<file path="config.mk">
export PLATFORM = sky130hd
export DESIGN_NAME = fetch_unit_flat
export DESIGN_NICKNAME = d
export VERILOG_FILES = /design/src/rtl/fetch_pkg.sv /design/src/rtl/fetch_unit_if.sv /design/src/rtl/fetch_queue.sv /design/src/rtl/fetch_unit.sv /design/src/flat_wrapper.sv
export SDC_FILE = /design/constraint.sdc
export NUM_CORES = 1
export LEC_CHECK = 0
export CAP_MARGIN = 20
export CORE_MARGIN = 5
export CORE_UTILIZATION = 27
export CTS_CLUSTER_SIZE = 24
export DETAILED_ROUTE_END_ITERATION = 10
export GPL_TIMING_DRIVEN = 0
export SETUP_SLACK_MARGIN = 0.05
export SLEW_MARGIN = 0
export SYNTH_ARGS = -nofsm -noshare
export SYNTH_HDL_FRONTEND = slang
export SYNTH_SLANG_ARGS = --single-unit
</file>
<file path="constraint.sdc">
create_clock -name clk -period 6.3 [get_ports clk]
set_input_delay 1.26 -clock clk [delete_from_list [all_inputs] [get_ports clk]]
set_output_delay 1.26 -clock clk [all_outputs]
set_load 0.03 [all_outputs]
</file>
<file path="src/rtl/fetch_pkg.sv">
// Shared constants and the prefetch-queue entry type for the fetch front end.
// Build option: FETCH_ADEL_EN adds an exception flag to each queue entry.
// With the flag, a redirect to a misaligned PC becomes an address-error entry.
package fetch_pkg;

   localparam logic [31:0] RESET_PC_DEFAULT = 32'hbfc00000;
   localparam int          INST_BYTES       = 4;

   // Default entry layout for the 32-bit core. The top builds its own copy
   // sized by its parameters and hands it to the queue as a type parameter.
   typedef struct packed {
      logic [31:0] pc;
      logic [31:0] inst;
`ifdef FETCH_ADEL_EN
      logic        exc;
`endif
   } fetch_entry_t;

endpackage

</file>
<file path="src/rtl/fetch_unit_if.sv">
// Bundles the instruction-SRAM, redirect and decode-handshake signals of the
// fetch unit. The master modport is the fetch unit side, and the slave
// modport is the environment side (SRAM, branch unit, decode).
// Build option: FETCH_ADEL_EN adds out_exc.
interface fetch_unit_if #(
   parameter int ADDR_W = 32,
   parameter int DATA_W = 32
);

   logic              inst_sram_en;
   logic [3:0]        inst_sram_wen;
   logic [ADDR_W-1:0] inst_sram_addr;
   logic [DATA_W-1:0] inst_sram_rdata;
   logic              redirect_valid;
   logic [ADDR_W-1:0] redirect_pc;
   logic              out_valid;
   logic              out_ready;
   logic [DATA_W-1:0] out_inst;
   logic [ADDR_W-1:0] out_pc;
`ifdef FETCH_ADEL_EN
   logic              out_exc;
`endif

   modport master (
      output inst_sram_en, inst_sram_wen, inst_sram_addr,
      input  inst_sram_rdata,
      input  redirect_valid, redirect_pc,
      output out_valid, out_inst, out_pc,
`ifdef FETCH_ADEL_EN
      output out_exc,
`endif
      input  out_ready
   );

   modport slave (
      input  inst_sram_en, inst_sram_wen, inst_sram_addr,
      output inst_sram_rdata,
      output redirect_valid, redirect_pc,
      input  out_valid, out_inst, out_pc,
`ifdef FETCH_ADEL_EN
      input  out_exc,
`endif
      output out_ready
   );

endinterface

</file>
<file path="src/rtl/fetch_queue.sv">
// Prefetch FIFO of fetch entries. It has synchronous flush, push and pop.
// A flush has priority over a push or a pop in the same cycle.
// Build option: FETCH_ADEL_EN only changes the entry type passed in.
module fetch_queue
   import fetch_pkg::*;
#(
   parameter int  DEPTH   = 4,
   parameter type entry_t = fetch_entry_t,
   localparam int PTR_W   = $clog2(DEPTH),
   localparam int CNT_W   = PTR_W + 1
) (
   input  logic             clk,
   input  logic             reset,
   input  logic             flush_i,
   input  logic             push_i,
   input  entry_t           push_data_i,
   input  logic             pop_i,
   output entry_t           head_o,
   output logic [CNT_W-1:0] count_o
);

   entry_t           mem_q [DEPTH];
   logic [PTR_W-1:0] wr_ptr_q, wr_ptr_d;
   logic [PTR_W-1:0] rd_ptr_q, rd_ptr_d;
   logic [CNT_W-1:0] count_q, count_d;
   logic             do_pop;

   // Next pointers and count. Pointers wrap naturally because DEPTH is a power of 2.
   // NOTE: every always_comb output gets a default first, so no path can infer a latch.
   always_comb begin
      do_pop   = pop_i & (count_q != '0);
      wr_ptr_d = wr_ptr_q;
      rd_ptr_d = rd_ptr_q;
      count_d  = count_q;
      if (flush_i) begin
         wr_ptr_d = '0;
         rd_ptr_d = '0;
         count_d  = '0;
      end else begin
         if (push_i) wr_ptr_d = wr_ptr_q + 1'b1;
         if (do_pop) rd_ptr_d = rd_ptr_q + 1'b1;
         count_d = count_q + CNT_W'(push_i) - CNT_W'(do_pop);
      end
   end

   // Pointer and count registers.
   // NOTE: state registers use non-blocking assignment, and comb logic uses blocking assignment.
   always_ff @(posedge clk) begin
      if (reset) begin
         wr_ptr_q <= '0;
         rd_ptr_q <= '0;
         count_q  <= '0;
      end else begin
         wr_ptr_q <= wr_ptr_d;
         rd_ptr_q <= rd_ptr_d;
         count_q  <= count_d;
      end
   end

   // Entry storage.
   // NOTE: storage is not reset. The count alone decides which slots hold live data.
   always_ff @(posedge clk) begin
      if (push_i && !flush_i) mem_q[wr_ptr_q] <= push_data_i;
   end

   assign head_o  = mem_q[rd_ptr_q];
   assign count_o = count_q;

endmodule

</file>
<file path="src/rtl/fetch_unit.sv">
// Instruction-fetch front end. It issues one SRAM read per cycle while the
// queue has room, tracks the single request in flight, and queues the
// responses for decode. A redirect flushes the queue and is issued the same cycle.
// Build option: FETCH_ADEL_EN turns a misaligned redirect into an
// address-error entry and halts fetch. Without it, redirect_pc[1:0] is
// forced to zero.
module fetch_unit
   import fetch_pkg::*;
#(
   parameter int                ADDR_W   = 32,
   parameter int                DATA_W   = 32,
   parameter int                DEPTH    = 4,
   parameter logic [ADDR_W-1:0] RESET_PC = ADDR_W'(RESET_PC_DEFAULT)
) (
   input logic          clk,
   input logic          reset,
   fetch_unit_if.master bus
);

   localparam int CNT_W = $clog2(DEPTH) + 1;
   localparam int OCC_W = CNT_W + 1;

   typedef struct packed {
      logic [ADDR_W-1:0] pc;
      logic [DATA_W-1:0] inst;
`ifdef FETCH_ADEL_EN
      logic              exc;
`endif
   } entry_t;

   logic [ADDR_W-1:0] fetch_pc_q, fetch_pc_d;
   logic [ADDR_W-1:0] inflight_pc_q, inflight_pc_d;
   logic              inflight_q, inflight_d;
   logic [ADDR_W-1:0] req_addr;
   logic [OCC_W-1:0]  occ;
   logic [CNT_W-1:0]  count;
   logic              req, pop, push, flush, misaligned, halted;
   entry_t            push_data, head;
`ifdef FETCH_ADEL_EN
   logic              halt_q, halt_d;
   logic              exc_pend_q, exc_pend_d;
`endif

   // The request decision, the response push and the next fetch state.
   // The stale response of a flushed request returns in the redirect cycle
   // itself, so the flush priority in the queue drops it. No separate kill
   // flop is needed.
   always_comb begin
      pop        = bus.out_valid & bus.out_ready;
      flush      = bus.redirect_valid;
      misaligned = 1'b0;
      halted     = 1'b0;
`ifdef FETCH_ADEL_EN
      misaligned = bus.redirect_valid & (bus.redirect_pc[1:0] != 2'b00);
      halted     = halt_q;
      req_addr   = bus.redirect_valid ? bus.redirect_pc : fetch_pc_q;
`else
      req_addr   = bus.redirect_valid ? {bus.redirect_pc[ADDR_W-1:2], 2'b00} : fetch_pc_q;
`endif
      occ = OCC_W'(count) + OCC_W'(inflight_q) - OCC_W'(pop);
      // After a flush only the new request occupies a slot, so room is certain.
      if (bus.redirect_valid) req = !reset & !misaligned;
      else                    req = !reset & !halted & (occ < OCC_W'(DEPTH));

      push           = inflight_q & !flush;
      push_data.pc   = inflight_pc_q;
      push_data.inst = bus.inst_sram_rdata;
`ifdef FETCH_ADEL_EN
      push           = (inflight_q | exc_pend_q) & !flush;
      push_data.inst = exc_pend_q ? '0 : bus.inst_sram_rdata;
      push_data.exc  = exc_pend_q;
      halt_d         = bus.redirect_valid ? misaligned : halt_q;
      exc_pend_d     = misaligned;
`endif
      inflight_d    = req;
      inflight_pc_d = req_addr;
      fetch_pc_d    = req ? req_addr + ADDR_W'(INST_BYTES) : req_addr;
   end

   // Fetch-side state registers.
   always_ff @(posedge clk) begin
      if (reset) begin
         fetch_pc_q    <= RESET_PC;
         inflight_q    <= 1'b0;
         inflight_pc_q <= '0;
`ifdef FETCH_ADEL_EN
         halt_q        <= 1'b0;
         exc_pend_q    <= 1'b0;
`endif
      end else begin
         fetch_pc_q    <= fetch_pc_d;
         inflight_q    <= inflight_d;
         inflight_pc_q <= inflight_pc_d;
`ifdef FETCH_ADEL_EN
         halt_q        <= halt_d;
         exc_pend_q    <= exc_pend_d;
`endif
      end
   end

   fetch_queue #(
      .DEPTH   (DEPTH),
      .entry_t (entry_t)
   ) u_queue (
      .clk         (clk),
      .reset       (reset),
      .flush_i     (flush),
      .push_i      (push),
      .push_data_i (push_data),
      .pop_i       (pop),
      .head_o      (head),
      .count_o     (count)
   );

   assign bus.inst_sram_en   = req;
   assign bus.inst_sram_wen  = 4'b0000;
   assign bus.inst_sram_addr = req_addr;
   assign bus.out_valid      = (count != '0);
   assign bus.out_inst       = head.inst;
   assign bus.out_pc         = head.pc;
`ifdef FETCH_ADEL_EN
   assign bus.out_exc        = head.exc;
`endif

endmodule

</file>
<file path="src/flat_wrapper.sv">
// flat-port wrapper written by rule: the top's interface ports become plain ports
module fetch_unit_flat import fetch_pkg::*;
#(
   parameter int                ADDR_W   = 32,
   parameter int                DATA_W   = 32,
   parameter int                DEPTH    = 4,
   parameter logic [ADDR_W-1:0] RESET_PC = ADDR_W'(RESET_PC_DEFAULT)
)
  (clk, reset, bus_inst_sram_en, bus_inst_sram_wen, bus_inst_sram_addr, bus_inst_sram_rdata, bus_redirect_valid, bus_redirect_pc, bus_out_valid, bus_out_inst, bus_out_pc, bus_out_ready);
  fetch_unit_if #(.ADDR_W(ADDR_W), .DATA_W(DATA_W)) bus_i ();
  input logic clk;
  input logic reset;
  output wire logic [$bits(bus_i.inst_sram_en)-1:0] bus_inst_sram_en;
  output wire logic [$bits(bus_i.inst_sram_wen)-1:0] bus_inst_sram_wen;
  output wire logic [$bits(bus_i.inst_sram_addr)-1:0] bus_inst_sram_addr;
  input wire logic [$bits(bus_i.inst_sram_rdata)-1:0] bus_inst_sram_rdata;
  input wire logic [$bits(bus_i.redirect_valid)-1:0] bus_redirect_valid;
  input wire logic [$bits(bus_i.redirect_pc)-1:0] bus_redirect_pc;
  output wire logic [$bits(bus_i.out_valid)-1:0] bus_out_valid;
  output wire logic [$bits(bus_i.out_inst)-1:0] bus_out_inst;
  output wire logic [$bits(bus_i.out_pc)-1:0] bus_out_pc;
  input wire logic [$bits(bus_i.out_ready)-1:0] bus_out_ready;
  assign bus_inst_sram_en = bus_i.inst_sram_en;
  assign bus_inst_sram_wen = bus_i.inst_sram_wen;
  assign bus_inst_sram_addr = bus_i.inst_sram_addr;
  assign bus_i.inst_sram_rdata = bus_inst_sram_rdata;
  assign bus_i.redirect_valid = bus_redirect_valid;
  assign bus_i.redirect_pc = bus_redirect_pc;
  assign bus_out_valid = bus_i.out_valid;
  assign bus_out_inst = bus_i.out_inst;
  assign bus_out_pc = bus_i.out_pc;
  assign bus_i.out_ready = bus_out_ready;
  fetch_unit #(.ADDR_W(ADDR_W), .DATA_W(DATA_W), .DEPTH(DEPTH), .RESET_PC(RESET_PC)) u_core (.clk(clk), .reset(reset), .bus(bus_i));
endmodule
</file>
==> results of run 1 <==
power groups by stage:
| stage | clock [mW] | sequential [mW] | combinational [mW] |
|---|---|---|---|
| 2_1_floorplan | 0 | 2.47 | 0.271 |
| 3_3_place_gp | 0 | 2.48 | 0.487 |
| 3_5_place_dp | 0 | 2.48 | 0.495 |
| 4_1_cts | 2.29 | 2.43 | 0.498 |
| 5_1_grt | 2.38 | 2.44 | 0.524 |
| 6_report | 2.22 | 2.43 | 0.488 |
through the flow:
step           cells  power (mW)  util (%)  hold WS, ps
2_1_floorplan    719        2.74         -          438
3_3_place_gp    1489        2.97      32.4          452
3_5_place_dp    1493        2.97      32.6          469
4_1_cts         1561        5.22      35.4          483
5_1_grt         1562        5.35      35.4          493
6_report        1562        5.14      35.4          474
logic make-up (layout without fill, tap and decap cells):
family / count (synthesis) / count (layout) / synth area share (%)
fa+ha+maj: 11 / 11 / 1.15
xor+xnor: 25 / 25 / 1.74
simple gates: 143 / 143 / 5.59
mux: 94 / 94 / 13.9
buf+inv: 71 / 307 / 2.41
compound gates: 43 / 43 / 2.54
other cells: 1 / 4 / 0.0298
flops: 328 / 328 / 72.6
registers in the layout, summed over array words and instances (netlist names), named ones only:
register                 count
u_core.inflight_pc_q        32
u_core.inflight_q            1
u_core.u_queue.mem_q       256
u_core.u_queue.count_o       3
u_core.fetch_pc_q           30
u_core.u_queue.wr_ptr_q      2
u_core.u_queue.rd_ptr_q      2
per-layer routing:
layer	global-route usage, %	up-vias	share of wire (%)
met3	3.83	51	7.2
met1	15.6	3470	44
met2	19.0	198	47
li1	-	3177	-
met5	0	-	0
met4	3.49	0	2.6
synthesized netlist by cell type, types with 6 or more instances:
cell      number
inv_1         37
nand3_1       18
nand2_1       18
buf_4          8
edfxtp_1     256
and2_1         8
ha_1          10
xnor2_1       21
dfxtp_1       72
clkbuf_1      11
o21ai_0       13
mux4_2        64
nand4_1        6
mux2i_1       25
and3_1         9
buf_1         10
nor2_1        59
nor3_1         7
path summary, 6_finish.rpt:
kind                            slack [ps]                     endpoint  cells after the start
worst min register to register         470  u_core.u_queue.mem_q[3][41]                      0
worst max register to register        2590        u_core.fetch_pc_q[28]                     12
worst max-delay path                   360       bus_inst_sram_addr[16]                      9
worst min-delay path                   470  u_core.u_queue.mem_q[3][41]                      0
cell type report:
| class | instances | area share [%] |
|---|---|---|
| inverters | 37 | 0.848 |
| clock buffers | 48 | 6.03 |
| clock inverters | 20 | 1.67 |
| repair buffers | 168 | 10.7 |
| flip-flops and latches | 328 | 55.7 |
| plain buffers | 34 | 1.00 |
| well taps | 607 | 4.64 |
| multi-input cells | 320 | 19.4 |
worst max-delay path: stages:
cell and delay, ps:
clkdlybuf4s50_1 690, buf_2 340, buf_4 270, buf_4 240
buf_2 300, buf_2 360, mux2i_1 500, inv_1 90
clkdlybuf4s50_1 610
==> metrics.txt, run 1 <==
Final setup viols=0; antenna cell count=0; IO Pins=170; Worst slew margin=31.2%; layout cells sized above 1=between 10% and 20%; Int Pwr=roughly 4.0 mW; wire per inst=between 15 and 20 um; Pwr Density=314 nW/um^2; CTS tree=built; crit path launch=bus_redirect_valid; Die X=between 200 and 250 um; critical path capture point type=primary output; placement-stage cell area=roughly 15000 um^2; Max FO, Critical Path=10; Mapped Area=12600 um^2; hold path start=u_core.inflight_pc_q[9]; number of max-cap violations=0; # nets final=1005; clock group share of total power=43.1%; leakage=roughly 5.5 nW; Top FF cell, synth=edfxtp_1; Sequential Area=roughly 9100 um^2; CP arrival=4680 ps; commonest non-fill, non-tap cells in the layout=edfxtp_1, clkdlybuf4s50_1, dfxtp_1, mux4_2, nor2_1; Min-Delay Path Class=reg2reg; Tightest Pin Transition=1030 ps; largest net degree at the start of global routing=49; Vias=6896; drt pass-1 iters=5; Post-synth EDFFs=between 200 and 300; CTS Buffer Depth=3; final instance area=about 16000 um^2; post-synthesis sequential area ratio=a little over 70%; fin crit share=a little over nine tenths; clk_lat worst skew=about 550 ps; Initial Util=about 27%; maximum clock frequency=about 170 MHz; Reg clk slew, reported paths=around 50 ps; gp weighted congestion=0.775; crit path kind=in2out; Max Clock Skew=approximately 18 ps; ys async rst share=0%; dpl hpwl=around 20 mm; clock buffers created by TritonCTS=37; Worst setup SP type=input port; fillcell total=4412; Total Wirelength=~30 mm; Area growth syn-to-layout=30.3%; post-DR vias/cell=between 4 and 5; maximum VDD drop=roughly 0.00016 V; Clock Sinks=about 330; CTS H-Tree Depth=2; count of warnings emitted by yosys=0; Post-CTS Hold Buffers=0; initial antenna violation count=0; footprint of the multi-input gates=~3200 um^2; pre-CTS WS=around 340 ps; cell taking the most area after synthesis=edfxtp_1; post-synth cell types=49; Worst Path Required=slightly above 5000 ps; gr usage total=a little under an eighth; first-pass GRT wire length=roughly 46 mm; drt initial violations=approximately 430; max-slew violations=0; Final Hold Viols=0; number of global-route vias before repair=around 7400; sw power=around 1.2 mW; # DRC=0; die span in y=about 230 um; setup_tns=0 ps; post-route ant nets=0; setup repair bufs after CTS=0; GRT Residual Overflow=0; Core ar.=approximately 46000 um^2; Final WS setup=364 ps; Syn Area/Cell=17.6 um^2; Yosys reg bits=between 300 and 400; final worst path period need=between 5000 and 6000 ps; Rows=a little under 80; # resized after CTS=0; commonest non-fill, non-tap cell in the layout=edfxtp_1; PortBufs=~160; Root Driver=clkbuf_16; Synth top area share=about three fifths; top cells by area, synth=edfxtp_1, dfxtp_1, mux4_2; Die ar.=slightly above 50000 um^2; Net Sw Frac=between 20 and 25%; status=complete, no violations; Seq pwr share=around 47%; combinational share of power=9.5%; RSZ-0062 raised after global routing=no; Synth Instances=just over 700; launching point of the worst reg2reg path=u_core.u_queue.count_o[1]
Note: power is estimated with default switching activity, not from simulation.
==> run 2: changes to the inputs <==
--- a/config.mk
+++ b/config.mk
@@ -5,7 +5,7 @@
 export SDC_FILE = /design/constraint.sdc
 export NUM_CORES = 1
 export LEC_CHECK = 0
-export CAP_MARGIN = 20
+export CAP_MARGIN = 15
 export CORE_MARGIN = 5
 export CORE_UTILIZATION = 27
 export CTS_CLUSTER_SIZE = 24
==> run 2 against run 1 <==
Net effect: first-iteration DRC count is 15% higher; highest routed layer unchanged; critical endpoint is now bus_inst_sram_addr[23]; design area is 0.44% lower; die area stayed put.
==> metrics.txt, run 2 (synthesized netlist as in run 1, its figures left out) <==
placed cell count=1493; Top Usage Layer GRT=met2; max reg flops=256; final worst path period need=approximately 6000 ps; met1 GRT Util=between 10% and 20%; launching point of the worst reg2reg path=u_core.u_queue.count_o[1]; PortBufs=between 150 and 200; Max FO, Critical Path=10; commonest non-fill, non-tap cells in the layout=edfxtp_1, clkdlybuf4s50_1, dfxtp_1, mux4_2, nor2_1; Initial Util=a little over a quarter; dpl hpwl=~20 mm; crit path kind=in2out; Rows=between 70 and 80; maximum clock frequency=between 150 and 200 MHz; Finished Layout Cells=1558; met3 Track Usage GR=3.37%; post-DR vias/cell=between 4 and 5; max-slew violations=0; met2 global-route usage=between 10% and 20%; Max Clock Skew=16.3 ps; Die ar.=between 50000 and 60000 um^2; CP arrival=approximately 4800 ps; Final setup viols=0; Final WS setup=294 ps; Worst Path Required=between 5000 and 6000 ps; gr usage total=11.9%; Buf/Inv on CP=8; CTS Buffer Depth=3; clk_lat worst skew=between 500 and 600 ps; number of max-cap violations=0; setup_tns=0 ps; RSZ-0062 raised after global routing=no; crit-path max cell delay=710 ps; Min Hold Slack=approximately 470 ps; Min-Delay Path Class=reg2reg; wire per inst=19.6 um; commonest non-fill, non-tap cell in the layout=edfxtp_1; layout cells sized above 1=~16%; status=complete, no violations; CP top delay family=buffers and inverters; Vias=roughly 6900; initial antenna violation count=0; leakage=about 5.5 nW; crit path launch=bus_redirect_valid; largest net degree at the start of global routing=between 40 and 50; CP dominant cell by count=buf_2; Pwr Density=between 300 and 400 nW/um^2; largest registers=u_core.u_queue.mem_q: 256 flops, u_core.inflight_pc_q: 32 flops, u_core.fetch_pc_q: 30 flops; CTS H-Tree Depth=2; drt initial violations=500; fillcell total=roughly 4400; Area growth syn-to-layout=29.7%; gp weighted congestion=slightly below 0.8; Worst slew margin=around 28%; drt pass-1 iters=5; Most flops, register=u_core.u_queue.mem_q; Worst setup SP type=input port; # DRC=0; pre-CTS WS=about 340 ps; antenna cell count=0; clock buffers created by TritonCTS=36; Root Driver=clkbuf_16; PnR Total Power=roughly 5 mW; GRT Residual Overflow=0; Reg clk slew, reported paths=approximately 60 ps; Post-CTS Hold Buffers=0; Final Hold Viols=0; Die X=approximately 230 um; die span in y=around 230 um; IO Pins=170; # nets final=1003; setup repair bufs after CTS=0; Tightest Pin Transition=roughly 1100 ps; post-route ant nets=0; hold path start=u_core.inflight_pc_q[14]; fin crit share=95.3%; first-pass GRT wire length=approximately 46 mm; # resized after CTS=0; number of global-route vias before repair=7307; Clock Sinks=328; critical path capture point type=primary output; maximum VDD drop=0.000148 V; crit path cell chain=clkdlybuf4s50_1, buf_2, buf_4, buf_4, buf_2, buf_2, mux2i_1, inv_1, clkdlybuf4s50_1; Core ar.=~46000 um^2; Total Wirelength=between 30 and 40 mm; slowest CP cell=clkdlybuf4s50_1; CTS tree=built
[run 2: changes by cell type in the layout (fill, tap and decap cells not counted), sizes merged]
cell / delta
clkbuf: -6
clkinv: +3
clkinvlp: +2
buf: -1
bufinv: -1
inv: -1
[run 2: final timing paths]
kind	to	slack [ps]	depth (start not counted)
worst min register to register	u_core.u_queue.mem_q[0][46]	470	0
worst min-delay path	u_core.u_queue.mem_q[0][46]	470	0
worst max-delay path	bus_inst_sram_addr[23]	290	9
worst max register to register	u_core.fetch_pc_q[28]	2590	12
[run 2: metrics by stage]
step / utilization [%] / instance area, um^2
floorplan: - / 12600
global placement: 32.4 / 15000
detailed placement: 32.6 / 15100
CTS: 35.2 / 16300
global route: 35.2 / 16300
finish: 35.2 / 16300
[run 2: per-layer routing]
| metal | routed length (um) | part of all wire, % |
|---|---|---|
| met1 | 13100 | 43 |
| met2 | 14400 | 47 |
| met3 | 2290 | 7.5 |
| met4 | 762 | 2.5 |
| met5 | 0 | 0 |
[run 2: power by group]
group | total, mW | internal, mW | switching, mW
Combinational | 0.489 | 0.205 | 0.284
Sequential | 2.43 | 2.40 | 0.0291
Clock | 2.13 | 1.29 | 0.840
[run 2: final cells by class]
class                      count  area [um^2]  share of cell area, %
timing repair buffer         167         1740                   10.7
clock inverter                23          248                   1.52
inverter                      37          139                  0.852
clock buffer                  42          955                   5.86
buffer                        34          164                   1.01
sequential                   328         9130                   56.0
multi-input combinational    320         3170                   19.4
tap                          607          759                   4.66
[run 2: worst reg2reg max path, delay by kind of cell (launching register included)]
family | cells | cell delay [ps]
buffers and inverters | 2 | 540
AOI/OAI and AO/OA | 1 | 280
xor gates and xnor gates | 1 | 210
DFF | 1 | 340
adders and majority gates | 2 | 430
and+or+nand+nor | 6 | 1790
==> run 3: changes to the inputs <==
--- a/config.mk
+++ b/config.mk
@@ -5,7 +5,7 @@
 export SDC_FILE = /design/constraint.sdc
 export NUM_CORES = 1
 export LEC_CHECK = 0
-export CAP_MARGIN = 15
+export CAP_MARGIN = 20
 export CORE_MARGIN = 5
 export CORE_UTILIZATION = 27
 export CTS_CLUSTER_SIZE = 24
==> results of run 3 <==
No change in the layout: final DEF, timing and power equal those of run 1.
